**src/rtl/if_stage_pkg.sv**
```systemverilog
// Shared constants and types for the instruction-fetch stage.
package if_stage_pkg;

  localparam int unsigned XLEN         = 32;
  localparam logic [XLEN-1:0] NOP_WORD_DEF = 32'h0000_0000;
  localparam logic [XLEN-1:0] EXC_VECTOR   = 32'h8000_0180;
  localparam logic [XLEN-1:0] PC_INC       = 32'd4;

  // IF/ID pipeline register payload
  typedef struct packed {
    logic [XLEN-1:0] instr;
    logic [XLEN-1:0] pc4;
    logic            valid;
  } if_id_t;

  // Force a redirect target onto a word boundary
  function automatic logic [XLEN-1:0] word_align(input logic [XLEN-1:0] addr);
    return addr & ~XLEN'(3);
  endfunction

  // True when a redirect target is not word aligned
  function automatic logic is_misaligned(input logic [XLEN-1:0] addr);
    return addr[1:0] != 2'b00;
  endfunction

endpackage

```
**src/rtl/if_stage_pc_reg.sv**
```systemverilog
// Program-counter register: async active-low reset, load enable.
module pc_reg
  import if_stage_pkg::*;
#(
  parameter int unsigned     WIDTH     = XLEN,
  parameter logic [WIDTH-1:0] RESET_VAL = '0
) (
  input  logic             clk,
  input  logic             reset,
  input  logic             en,
  input  logic [WIDTH-1:0] d,
  output logic [WIDTH-1:0] q
);

  // Hold unless enabled; reset forces the configured start address
  always_ff @(posedge clk or negedge reset) begin
    if (!reset) begin
      q <= RESET_VAL;
    end else if (en) begin
      q <= d;
    end
  end

endmodule

```
**src/rtl/if_stage.sv**
```systemverilog
// Instruction-fetch stage: PC sequencing, redirect/stall/flush handling and
// the IF/ID pipeline register.
// Optional: define PC_ALIGN_CHECK_EN to trap misaligned redirect targets to
// the exception vector and expose the addr_err flag.
module if_stage
  import if_stage_pkg::*;
#(
  parameter logic [XLEN-1:0] RESET_PC = 32'h0000_0000,
  parameter logic [XLEN-1:0] NOP_WORD = NOP_WORD_DEF
) (
  input  logic            clk,
  input  logic            reset,
  input  logic            stall,
  input  logic            flush,
  input  logic            branch_taken,
  input  logic [XLEN-1:0] branch_target,
  input  logic            jump,
  input  logic [XLEN-1:0] jump_target,
  output logic [XLEN-1:0] imem_addr,
  input  logic [XLEN-1:0] imem_rdata,
  output logic [XLEN-1:0] if_id_instr,
  output logic [XLEN-1:0] if_id_pc4,
`ifdef PC_ALIGN_CHECK_EN
  output logic            addr_err,
`endif
  output logic            if_id_valid
);

  logic [XLEN-1:0] pc;
  logic [XLEN-1:0] pc_plus4;
  logic [XLEN-1:0] pc_next;
  logic            pc_en;
  logic            redirect;
  logic [XLEN-1:0] redirect_target;
  logic            target_bad;
  if_id_t          if_id_q;

  // Next-PC selection: branch beats jump beats stall beats sequential
  always_comb begin
    pc_plus4        = pc + PC_INC;
    redirect        = branch_taken | jump;
    redirect_target = branch_taken ? branch_target : jump_target;
    target_bad      = 1'b0;
    pc_en           = redirect | ~stall;
    pc_next         = pc_plus4;
    if (redirect) begin
`ifdef PC_ALIGN_CHECK_EN
      target_bad = is_misaligned(redirect_target);
      pc_next    = target_bad ? EXC_VECTOR : redirect_target;
`else
      pc_next    = word_align(redirect_target);
`endif
    end
  end

  pc_reg #(
    .WIDTH    (XLEN),
    .RESET_VAL(RESET_PC)
  ) u_pc_reg (
    .clk  (clk),
    .reset(reset),
    .en   (pc_en),
    .d    (pc_next),
    .q    (pc)
  );

  assign imem_addr = pc;

  // IF/ID register: squash on flush/redirect, hold on stall, else capture
  always_ff @(posedge clk or negedge reset) begin
    if (!reset) begin
      if_id_q <= '{instr: NOP_WORD, pc4: '0, valid: 1'b0};
    end else if (flush || redirect) begin
      if_id_q <= '{instr: NOP_WORD, pc4: pc_plus4, valid: 1'b0};
    end else if (!stall) begin
      if_id_q <= '{instr: imem_rdata, pc4: pc_plus4, valid: 1'b1};
    end
  end

  assign if_id_instr = if_id_q.instr;
  assign if_id_pc4   = if_id_q.pc4;
  assign if_id_valid = if_id_q.valid;

`ifdef PC_ALIGN_CHECK_EN
  // One-cycle flag following a trapped misaligned redirect
  always_ff @(posedge clk or negedge reset) begin
    if (!reset) begin
      addr_err <= 1'b0;
    end else begin
      addr_err <= target_bad;
    end
  end
`else
  logic unused_bad;
  assign unused_bad = target_bad;
`endif

endmodule

```
**config.mk**
```make
export PLATFORM = sky130hd
export DESIGN_NAME = if_stage
export DESIGN_NICKNAME = d
export VERILOG_FILES = /design/src/rtl/if_stage_pkg.sv /design/src/rtl/if_stage_pc_reg.sv /design/src/rtl/if_stage.sv
export SDC_FILE = /design/constraint.sdc
export NUM_CORES = 1
export LEC_CHECK = 0
export CAP_MARGIN = 20
export CORE_MARGIN = 2
export CORE_UTILIZATION = 40
export CTS_CLUSTER_SIZE = 8
export DETAILED_ROUTE_END_ITERATION = 6
export PLACE_DENSITY = 0.76
export REMOVE_ABC_BUFFERS = 1
export SYNTH_ARGS = -nofsm -noshare
export SYNTH_HDL_FRONTEND = slang
export SYNTH_SLANG_ARGS = --single-unit
```
**constraint.sdc**
```tcl
create_clock -name clk -period 5.4 [get_ports clk]
set_input_delay 1.62 -clock clk [delete_from_list [all_inputs] [get_ports clk]]
set_output_delay 1.62 -clock clk [all_outputs]
set_load 0.1 [all_outputs]
```
==> results.txt, run 1 <==
status: complete, but fails checks
Required @ worst endpoint: 3.78 ns
Yosys top cell area share: 48.7%
Synth Area in Adders: 0.262%
mux cell area share after synthesis: 0.891%
synthesized instance count: 475
ranking of synthesized cells by area: dfrtp_1 49%, a22o_1 7.0%, o21ai_0 4.7%, nand2_1 4.6%, a21oi_1 3.8%
max-cap violation count: 0
Synth Area in Simple Gates: 13.8%
fmax: 0.267 GHz
CP max-delay cell: clkdlybuf4s50_1
Max VDD drop: 0.161 mV
clock skew: 0.00521 ns
Synth Flop Type: dfrtp_1
number of distinct library cells after synthesis: 48
critical path launch point type: register
worst hold path depth: 2
RSZ-0062 raised after global routing: false
CP endpoint kind: primary output
Fin Setup TNS: 0 ns
Final Cycle Share: 69.3%
Root Buffer: clkbuf_16
clk slew on worst S/H paths: 0.06 ns
Finished Layout Cells: 800
Period minus WS final: 3.74 ns
CP Cell Sequence: clkdlybuf4s50_1
Lkg Pwr: 2.87 nW
1st-iter DRT viols: 323
Initial Util: 41.5%
slew margin rel.: 30.7%
total core area: 0.0115 sq mm
Seq. cell area: 0.00233 sq mm
Worst setup startpoint: u_pc_reg.q[5]$_DFFE_PN0N_
gr usage total: 23.3%
worst path bufs/invs: 1
CTS Buf Count: 9
cts repair resizes: 0
drt first pass iters: 7
WL/cell: 18.4 um
chip width: 113 um
routed vias/inst: 5.62
Pins Over Slew Limit: 0
Antenna Violating Nets Remaining: 0
Post-synth EDFFs: 0
share of layout cells above drive strength 1: 7.00%
crit path kind: reg2out
DRC Markers: 19
largest net degree at the start of global routing: 68
layout overhead on the synthesized area: 47.2%
Clock Latency Late Sink: 0.34 ns
Hold Vio Cnt, Final: 0
number of global-route vias before repair: 4,473
worst min path class: reg2reg
RR Endpoint: u_pc_reg.q[31]$_DFFE_PN0N_
most frequent cell after synthesis: dfrtp_1
die area: 0.0128 sq mm
register area share after synthesis: 48.7%
# setup viols final: 0
R2R cell count: 5
vias: 4,499
min setup slack post-route: 1.66 ns
antenna cells: 0
DP Worst Slack: 1.60 ns
Arr. time, crit path: 2.12 ns
hold_buf cts: 0
Seq cells post-synth: 93
Post-CTS Setup Bufs: 0
Top delay family on crit path: buffers and inverters
initial antenna violation count: 0
first-pass GRT wire length: 23,600 um
Max FO, Critical Path: 10
Rows: 39
Multi-input gate area: 0.00222 sq mm
CTS tree: done
cell taking the most area after synthesis: dfrtp_1
Min-Delay Endpoint: if_id_pc4[14]$_DFFE_PN0P_
Tightest Pin Transition: 1.04 ns
post-DP HPWL: 10,600 um
Sink Count: 93
die height: 113 um
largest family of logic cells by synthesized area: compound AO/OA/AOI/OAI gates
total wire length: 14,700 um
dpl cells: 786
H-Tree Depth: 3
syn_area_per_cell: 10.1 sq um
Final GP Congestion: 0.839
port bufs: 190
R2R Path Start: u_pc_reg.q[5]$_DFFE_PN0N_
most frequent cells after synthesis: 93 x dfrtp_1, 58 x nand2_1, 45 x o21ai_0, 38 x a22o_1, 36 x a21oi_1
Compound-Gate Fraction of Synth Area: 25.6%
PD cells: 328 mW/mm^2
r2r setup slk: 3.10 ns
clk buf depth: 2
xor/xnor share of the synthesized area: 5.32%
Syn Std Cell Area: 0.00478 sq mm
Ys Warns: 0
Filler Cells Inserted: 1,014
violated checks: DRC
nets: 757
Layout Utilization: 61.0%
max incr delay on CP: 1.21 ns
Async SR Flop Fraction: 100%
# IOs: 199
HP Start: if_id_pc4[14]$_DFFE_PN0P_
grt ovf: 0
Hold Worst Slack: 0.477 ns
-- through the flow --
step,total power [mW],instance area [sq um]
after floorplan,1.42,4570
after global placement,1.69,6750
after detailed placement,1.70,6750
after CTS,2.33,7030
after global routing,2.39,7030
final,2.31,7030
-- how the worst max path moves through the flow --
stage | endpoint | slack [ns] | cells past startpoint
after floorplan | if_id_pc4[3]$_DFFE_PN0P_ | 0.48 | 3
after global placement | if_id_pc4[25]$_DFFE_PN0P_ | 1.67 | 6
after detailed placement | if_id_pc4[26]$_DFFE_PN0P_ | 1.60 | 6
after CTS | imem_addr[5] | 1.64 | 1
after global routing | imem_addr[5] | 1.60 | 1
final | imem_addr[5] | 1.66 | 1
-- power breakdown --
group | internal [mW] | total, mW | switching (mW)
sequential | 0.758 | 0.827 | 0.0687
clock | 0.366 | 0.621 | 0.255
combinational | 0.240 | 0.861 | 0.622
total | 1.36 | 2.31 | 0.946
-- state kept, by name, summed over array words and instances (netlist names) --
register and flops:
u_pc_reg.q 30, if_id_valid 1, if_id_instr 32, if_id_pc4 30
-- cell families after synthesis --
group	Yosys count
simple gates	122
fa+ha+maj	1
other cells	1
compound gates	180
xor+xnor	29
flops	93
buf+inv	45
mux	4
-- area by class of cell --
type	count	area share (%)
clock buffer	12	3.51
clock inverter	2	0.498
inverter	9	0.481
multi-input combinational	340	31.6
sequential	93	33.1
tap	143	2.54
timing repair buffer	201	28.3
-- layout by cell type, fill, tap and decap left out, types with 11 or more instances in the layout --
cell	count
nand2_1	58
a22o_1	38
nor2_1	14
a2bb2oi_1	17
a22oi_1	14
xnor2_1	16
xor2_1	13
buf_4	11
dfrtp_1	93
a21oi_1	36
nand3_1	12
clkdlybuf4s50_1	188
o21ai_0	45
-- routing by layer --
layer	track usage (%)	wire, um	vias up
li1	-	-	2093
met1	31.3	6420	2179
met2	37.1	6690	206
met3	4.87	1240	21
met4	8.94	318	0
met5	0	0	-
Note: power is estimated with default switching activity, not from simulation.
==> run 2: changes to the inputs <==
clock period = 3.7 ns   (was 5.4 ns; I/O delays follow)
==> run 2 against run 1 <==
The run still ends with DRC left. Clock skew up 0.0049 ns. Cell count is 0.63% higher. Critical path depth increased by 4. Final area shrank 2.3%. Critical endpoint is now if_id_pc4[21]$_DFFE_PN0P_.
==> results.txt, run 2 (same netlist as run 1, synthesis figures left out) <==
most common cell after layout, fill and taps aside: buf_4
number of global-route vias before repair: 4,458 (-0.34%)
Antenna Violating Nets Remaining: 0 (unchanged)
CP endpoint kind: register
Placement Cell Area: 0.00655 sq mm (-3.0%)
clk slew on worst S/H paths: 0.07 ns (about the same)
CTS Buf Count: 9 (unchanged)
RSZ-0062 raised after global routing: false
total core area: 0.0115 sq mm (unchanged)
WL/cell: 18.4 um (+0.37%)
Arr. time, crit path: 2.83 ns (+0.71 ns)
1st-iter DRT viols: 331 (+2.5%)
Rows: 39 (unchanged)
port bufs: 190 (unchanged)
leading cell types in the layout, fill and taps excluded: 108 x buf_4, 95 x clkdlybuf4s50_1, 93 x dfrtp_1, 58 x nand2_1, 45 x o21ai_0
Sink Count: 93 (unchanged)
CTS tree: done
critical path launch point type: primary input
share of layout cells above drive strength 1: 22.1% (+15 points)
Lkg Pwr: 3.06 nW (+6.6%)
Clock Latency Late Sink: 0.34 ns (about the same)
first-pass GRT wire length: 23,600 um (+0.32%)
clock skew: 0.0101 ns (+0.00487 ns)
post-DP HPWL: 10,700 um (+0.39%)
Final Cycle Share: 70.8%
vias: 4,491 (-0.18%)
total wire length: 14,800 um (+1.0%)
chip width: 113 um (unchanged)
largest net degree at the start of global routing: 68 (unchanged)
Period minus WS final: 2.62 ns
hold_buf cts: 0 (unchanged)
r2r setup slk: 1.39 ns (-1.71 ns)
Root Buffer: clkbuf_16
R2R Path Start: u_pc_reg.q[5]$_DFFE_PN0N_
HP Start: if_id_pc4[20]$_DFFE_PN0P_
gr usage total: 23.5% (+0.23 points)
grt ovf: 0 (unchanged)
Hold Vio Cnt, Final: 0 (unchanged)
worst min path class: reg2reg
initial antenna violation count: 0 (unchanged)
worst hold path depth: 2 (unchanged)
Tightest Pin Transition: 0.743 ns (-0.293 ns)
crit path kind: in2reg
Final GP Congestion: 0.861 (+2.6%)
H-Tree Depth: 3 (unchanged)
Required @ worst endpoint: 3.91 ns (+0.13 ns)
status: complete, but fails checks
RR Endpoint: u_pc_reg.q[31]$_DFFE_PN0N_
final instance area: 0.00687 sq mm (-2.3%)
clk buf depth: 2 (unchanged)
die height: 113 um (unchanged)
R2R cell count: 5 (unchanged)
DRC Markers: 19 (unchanged)
layout overhead on the synthesized area: 43.8%
Max VDD drop: 0.366 mV (+130%)
nets: 761 (+0.53%)
die area: 0.0128 sq mm (unchanged)
# setup viols final: 0 (unchanged)
slew margin rel.: 50.1% (+19 points)
max-cap violation count: 0 (unchanged)
violated checks: DRC
Pins Over Slew Limit: 0 (unchanged)
Post-CTS Setup Bufs: 0 (unchanged)
fmax: 0.382 GHz
Initial Util: 41.5% (unchanged)
antenna cells: 0 (unchanged)
cts repair resizes: 0 (unchanged)
PD cells: 501 mW/mm^2 (+53%)
number of flip-flops in the largest register: 32 (unchanged)
Hold Worst Slack: 0.483 ns (+0.00630 ns)
routed vias/inst: 5.58 (-0.80%)
drt first pass iters: 7 (unchanged)
Min-Delay Endpoint: if_id_pc4[20]$_DFFE_PN0P_
Max FO, Critical Path: 67 (+57)
# IOs: 199 (unchanged)
-- run 2: cell types whose count changed in the layout (fill, tap and decap cells not counted), sizes merged --
cell / previous run / this run
buf: 13 / 110
clkbuf: 12 / 10
bufinv: 1 / 2
clkinv: 1 / 2
clkdlybuf4s50: 188 / 95
inv: 9 / 10
-- run 2: per-layer routing --
layer | vias to the layer above | global-route usage (%) | share of wire [%]
li1 | 2106 | - | -
met1 | 2196 | 31.9 | 45
met2 | 172 | 38.6 | 47
met3 | 17 | 4.18 | 7.1
met4 | 0 | 6.99 | 1.4
met5 | - | 0 | 0
-- run 2: how the worst max path moves through the flow --
stage / cells past startpoint / endpoint / startpoint
after CTS: 5 / if_id_pc4[21]$_DFFE_PN0P_ / stall
after detailed placement: 5 / if_id_pc4[21]$_DFFE_PN0P_ / stall
final: 5 / if_id_pc4[21]$_DFFE_PN0P_ / stall
after floorplan: 3 / if_id_pc4[3]$_DFFE_PN0P_ / jump
after global placement: 5 / if_id_pc4[25]$_DFFE_PN0P_ / stall
after global routing: 7 / u_pc_reg.q[15]$_DFFE_PN0N_ / jump
-- run 2: power breakdown --
part | total, mW | leakage, nW | switching, mW | internal [mW]
registers | 1.21 | 1.22 | 0.103 | 1.11
logic | 1.23 | 1.68 | 0.909 | 0.319
clock network | 1.00 | 0.159 | 0.395 | 0.609
total | 3.44 | 3.06 | 1.41 | 2.03
-- run 2: cell type report --
class	instances	area, sq um
Tap cell	143	179
Sequential cell	93	2330
Inverter	9	33.8
Clock buffer	10	239
Fill cell	1014	4650
Timing Repair Buffer	205	1790
Multi-Input combinational cell	340	2220
Clock inverter	5	82.6
-- run 2: metrics by stage --
step | std cells | setup TNS [ns] | power [mW] | worst slack, ns | util, %
2_1_floorplan | 442 | -37.49 | 2.08 | -0.710 | -
3_3_place_gp | 790 | 0 | 2.44 | 0.761 | 56.8
3_5_place_dp | 790 | 0 | 2.46 | 0.750 | 56.8
4_1_cts | 805 | 0 | 3.47 | 1.09 | 59.6
5_1_grt | 805 | 0 | 3.57 | 0.958 | 59.6
6_report | 805 | 0 | 3.44 | 1.08 | 59.6
-- run 2: critical path, stage by stage --
cell	delay, ns
clkdlybuf4s50_1	0.66
inv_1	0.14
nor3_4	0.39
buf_12	0.32
o21ai_0	0.16
==> run 3: changes to the inputs <==
clock period = 2.5 ns   (was 3.7 ns; I/O delays follow)
==> run 3 against run 2 <==
The run still ends with DRC left. Clock skew down 0.0016 ns. Die area stayed put. Final area rose by 1.0%. Worst setup slack got worse by 0.75 ns.
==> results.txt, run 3 (same netlist as run 1, synthesis figures left out) <==
max-cap violation count: 0 (unchanged)
Max VDD drop: 0.495 mV (+36%)
Rows: 39 (unchanged)
cts repair resizes: 0 (unchanged)
Clock Latency Late Sink: 0.35 ns (about the same)
R2R Path Start: u_pc_reg.q[2]$_DFFE_PN0N_
Root Buffer: clkbuf_16
largest net degree at the start of global routing: 42 (-38%)
drt first pass iters: 6 (-1)
CP max-delay cell: nor4_4
die area: 0.0128 sq mm (unchanged)
Sw Pwr: 2.09 mW (+48%)
CTS tree: done
CP Capture Point: if_id_pc4[26]$_DFFE_PN0P_
Placement Cell Area: 0.00666 sq mm (+1.8%)
Final Cycle Share: 86.7%
RSZ-0062 raised after global routing: false
die height: 113 um (unchanged)
clock skew: 0.00850 ns (-0.00158 ns)
initial antenna violation count: 0 (unchanged)
CP endpoint kind: register
violated checks: DRC
vias: 4,467 (-0.53%)
Internal: 2.85 mW (+40%)
leading cell types in the layout, fill and taps excluded: 110 x buf_4, 95 x clkdlybuf4s50_1, 93 x dfrtp_1, 58 x nand2_1, 45 x o21ai_0
# IOs: 199 (unchanged)
post-DP HPWL: 10,900 um (+2.1%)
Max FO, Critical Path: 6 (-91%)
fmax: 0.462 GHz
nets: 768 (+0.92%)
RR Endpoint: if_id_pc4[26]$_DFFE_PN0P_
Sink Count: 93 (unchanged)
port bufs: 190 (unchanged)
Finished Layout Cells: 812 (+0.87%)
chip width: 113 um (unchanged)
combinational share of power: 37.3% (+1.6 points)
crit path kind: reg2reg
R2R cell count: 6 (+1)
clk slew on worst S/H paths: 0.07 ns (about the same)
hold_buf cts: 0 (unchanged)
1st-iter DRT viols: 328 (-0.91%)
CTS Buf Count: 9 (unchanged)
number of flip-flops in the largest register: 32 (unchanged)
first-pass GRT wire length: 23,100 um (-2.3%)
status: complete, but fails checks
max incr delay on CP: 0.55 ns (-0.11 ns)
Post-CTS Setup Bufs: 0 (unchanged)
total core area: 0.0115 sq mm (unchanged)
antenna cells: 0 (unchanged)
Worst setup startpoint: u_pc_reg.q[2]$_DFFE_PN0N_
dpl cells: 797 (+0.89%)
worst min path class: in2async
r2r setup slk: 0.33 ns (-1.06 ns)
clock share of power: 26.5% (-2.7 points)
final instance area: 0.00694 sq mm (+1.0%)
Seq pwr share: 36.2% (+1.1 points)
Required @ worst endpoint: 2.76 ns (-1.15 ns)
Antenna Violating Nets Remaining: 0 (unchanged)
critical path launch point type: register
slew margin rel.: 61.8% (+12 points)
PD cells: 712 mW/mm^2 (+42%)
gr usage total: 23.1% (-0.43 points)
Hold Worst Slack: 0.395 ns (-0.0880 ns)
Final GP Congestion: 0.843 (-2.1%)
Hold Vio Cnt, Final: 0 (unchanged)
switching share of power: 42.3% (+1.4 points)
DRC Markers: 20 (+1)
Tightest Pin Transition: 0.571 ns (-0.171 ns)
Arr. time, crit path: 2.43 ns (-0.40 ns)
WL/cell: 18.2 um (-1.2%)
# setup viols final: 0 (unchanged)
layout overhead on the synthesized area: 45.3%
Layout Utilization: 60.3% (+0.62 points)
Initial Util: 41.5% (unchanged)
grt ovf: 0 (unchanged)
most common cell after layout, fill and taps aside: buf_4
Lkg Pwr: 3.09 nW (+0.95%)
share of layout cells above drive strength 1: 22.7% (+0.67 points)
CP Cell Sequence: ha_1 > nand2_1 > nor4_4 > nand4_1 > xor2_1 > o21ai_0
Pins Over Slew Limit: 0 (unchanged)
Period minus WS final: 2.17 ns
routed vias/inst: 5.50 (-1.4%)
total wire length: 14,800 um (-0.35%)
number of global-route vias before repair: 4,360 (-2.2%)
clk buf depth: 2 (unchanged)
H-Tree Depth: 3 (unchanged)
[run 3: cell types whose count changed in the layout (fill, tap and decap cells not counted)]
cell / previous run / this run
buf_12: 1 / 6
buf_4: 108 / 110
bufinv_16: 2 / 0
clkbuf_1: 0 / 1
clkbuf_8: 1 / 2
clkinvlp_4: 0 / 1
inv_6: 1 / 0
[run 3: worst min-delay path by stage]
| stage | slack [ns] | endpoint | start | depth (start not counted) |
|---|---|---|---|---|
| after floorplan | 0.45 | if_id_instr[0]$_DFFE_PN0P_ | reset | 0 |
| after global placement | 0.46 | if_id_pc4[16]$_DFFE_PN0P_ | if_id_pc4[16]$_DFFE_PN0P_ | 2 |
| after detailed placement | 0.47 | if_id_pc4[9]$_DFFE_PN0P_ | if_id_pc4[9]$_DFFE_PN0P_ | 2 |
| after CTS | 0.41 | if_id_pc4[6]$_DFFE_PN0P_ | reset | 1 |
| after global routing | 0.43 | if_id_pc4[6]$_DFFE_PN0P_ | reset | 1 |
| final | 0.39 | if_id_pc4[6]$_DFFE_PN0P_ | reset | 1 |
[run 3: power by group through the flow]
stage          clock [mW]  combinational (mW)  sequential, mW
2_1_floorplan           0               0.304            2.77
3_3_place_gp            0                1.83            1.81
3_5_place_dp            0                1.85            1.81
4_1_cts              1.34                1.86            1.79
5_1_grt              1.39                1.92            1.81
6_report             1.31                1.85            1.79
[run 3: stage by stage]
stage / setup WS, ns / total power [mW] / setup TNS [ns]
floorplan: -1.55 / 3.07 / -89.62
global placement: 0.0448 / 3.64 / 0
detailed placement: 0.0392 / 3.67 / 0
CTS: 0.321 / 4.98 / 0
global route: 0.139 / 5.12 / 0
finish: 0.333 / 4.94 / 0
[run 3: area by class of cell]
type                    instances  area, sq um
fillers                       987         4580
multi-input cells             340         2220
well taps                     143          179
clock inverters                 3         21.3
inverters                       9         33.8
flip-flops and latches         93         2330
clock buffers                  12          256
repair buffers                212         1900
[run 3: critical path, delay by kind of cell (launching register included)]
family / cells / cell delay (ns)
AO/OA/AOI/OAI: 1 / 0.17
flip-flops: 1 / 0.47
adder cells (fa/ha/maj): 1 / 0.27
AND/OR/NAND/NOR: 3 / 0.96
XOR/XNOR: 1 / 0.20
[run 3: per-layer routing]
metal	vias to the layer above	GRT usage, %	part of all wire, %
met5	-	0	0
met4	0	8.46	1.9
met3	23	5.03	8.3
met2	189	36.3	46
met1	2133	31.5	44
li1	2122	-	-
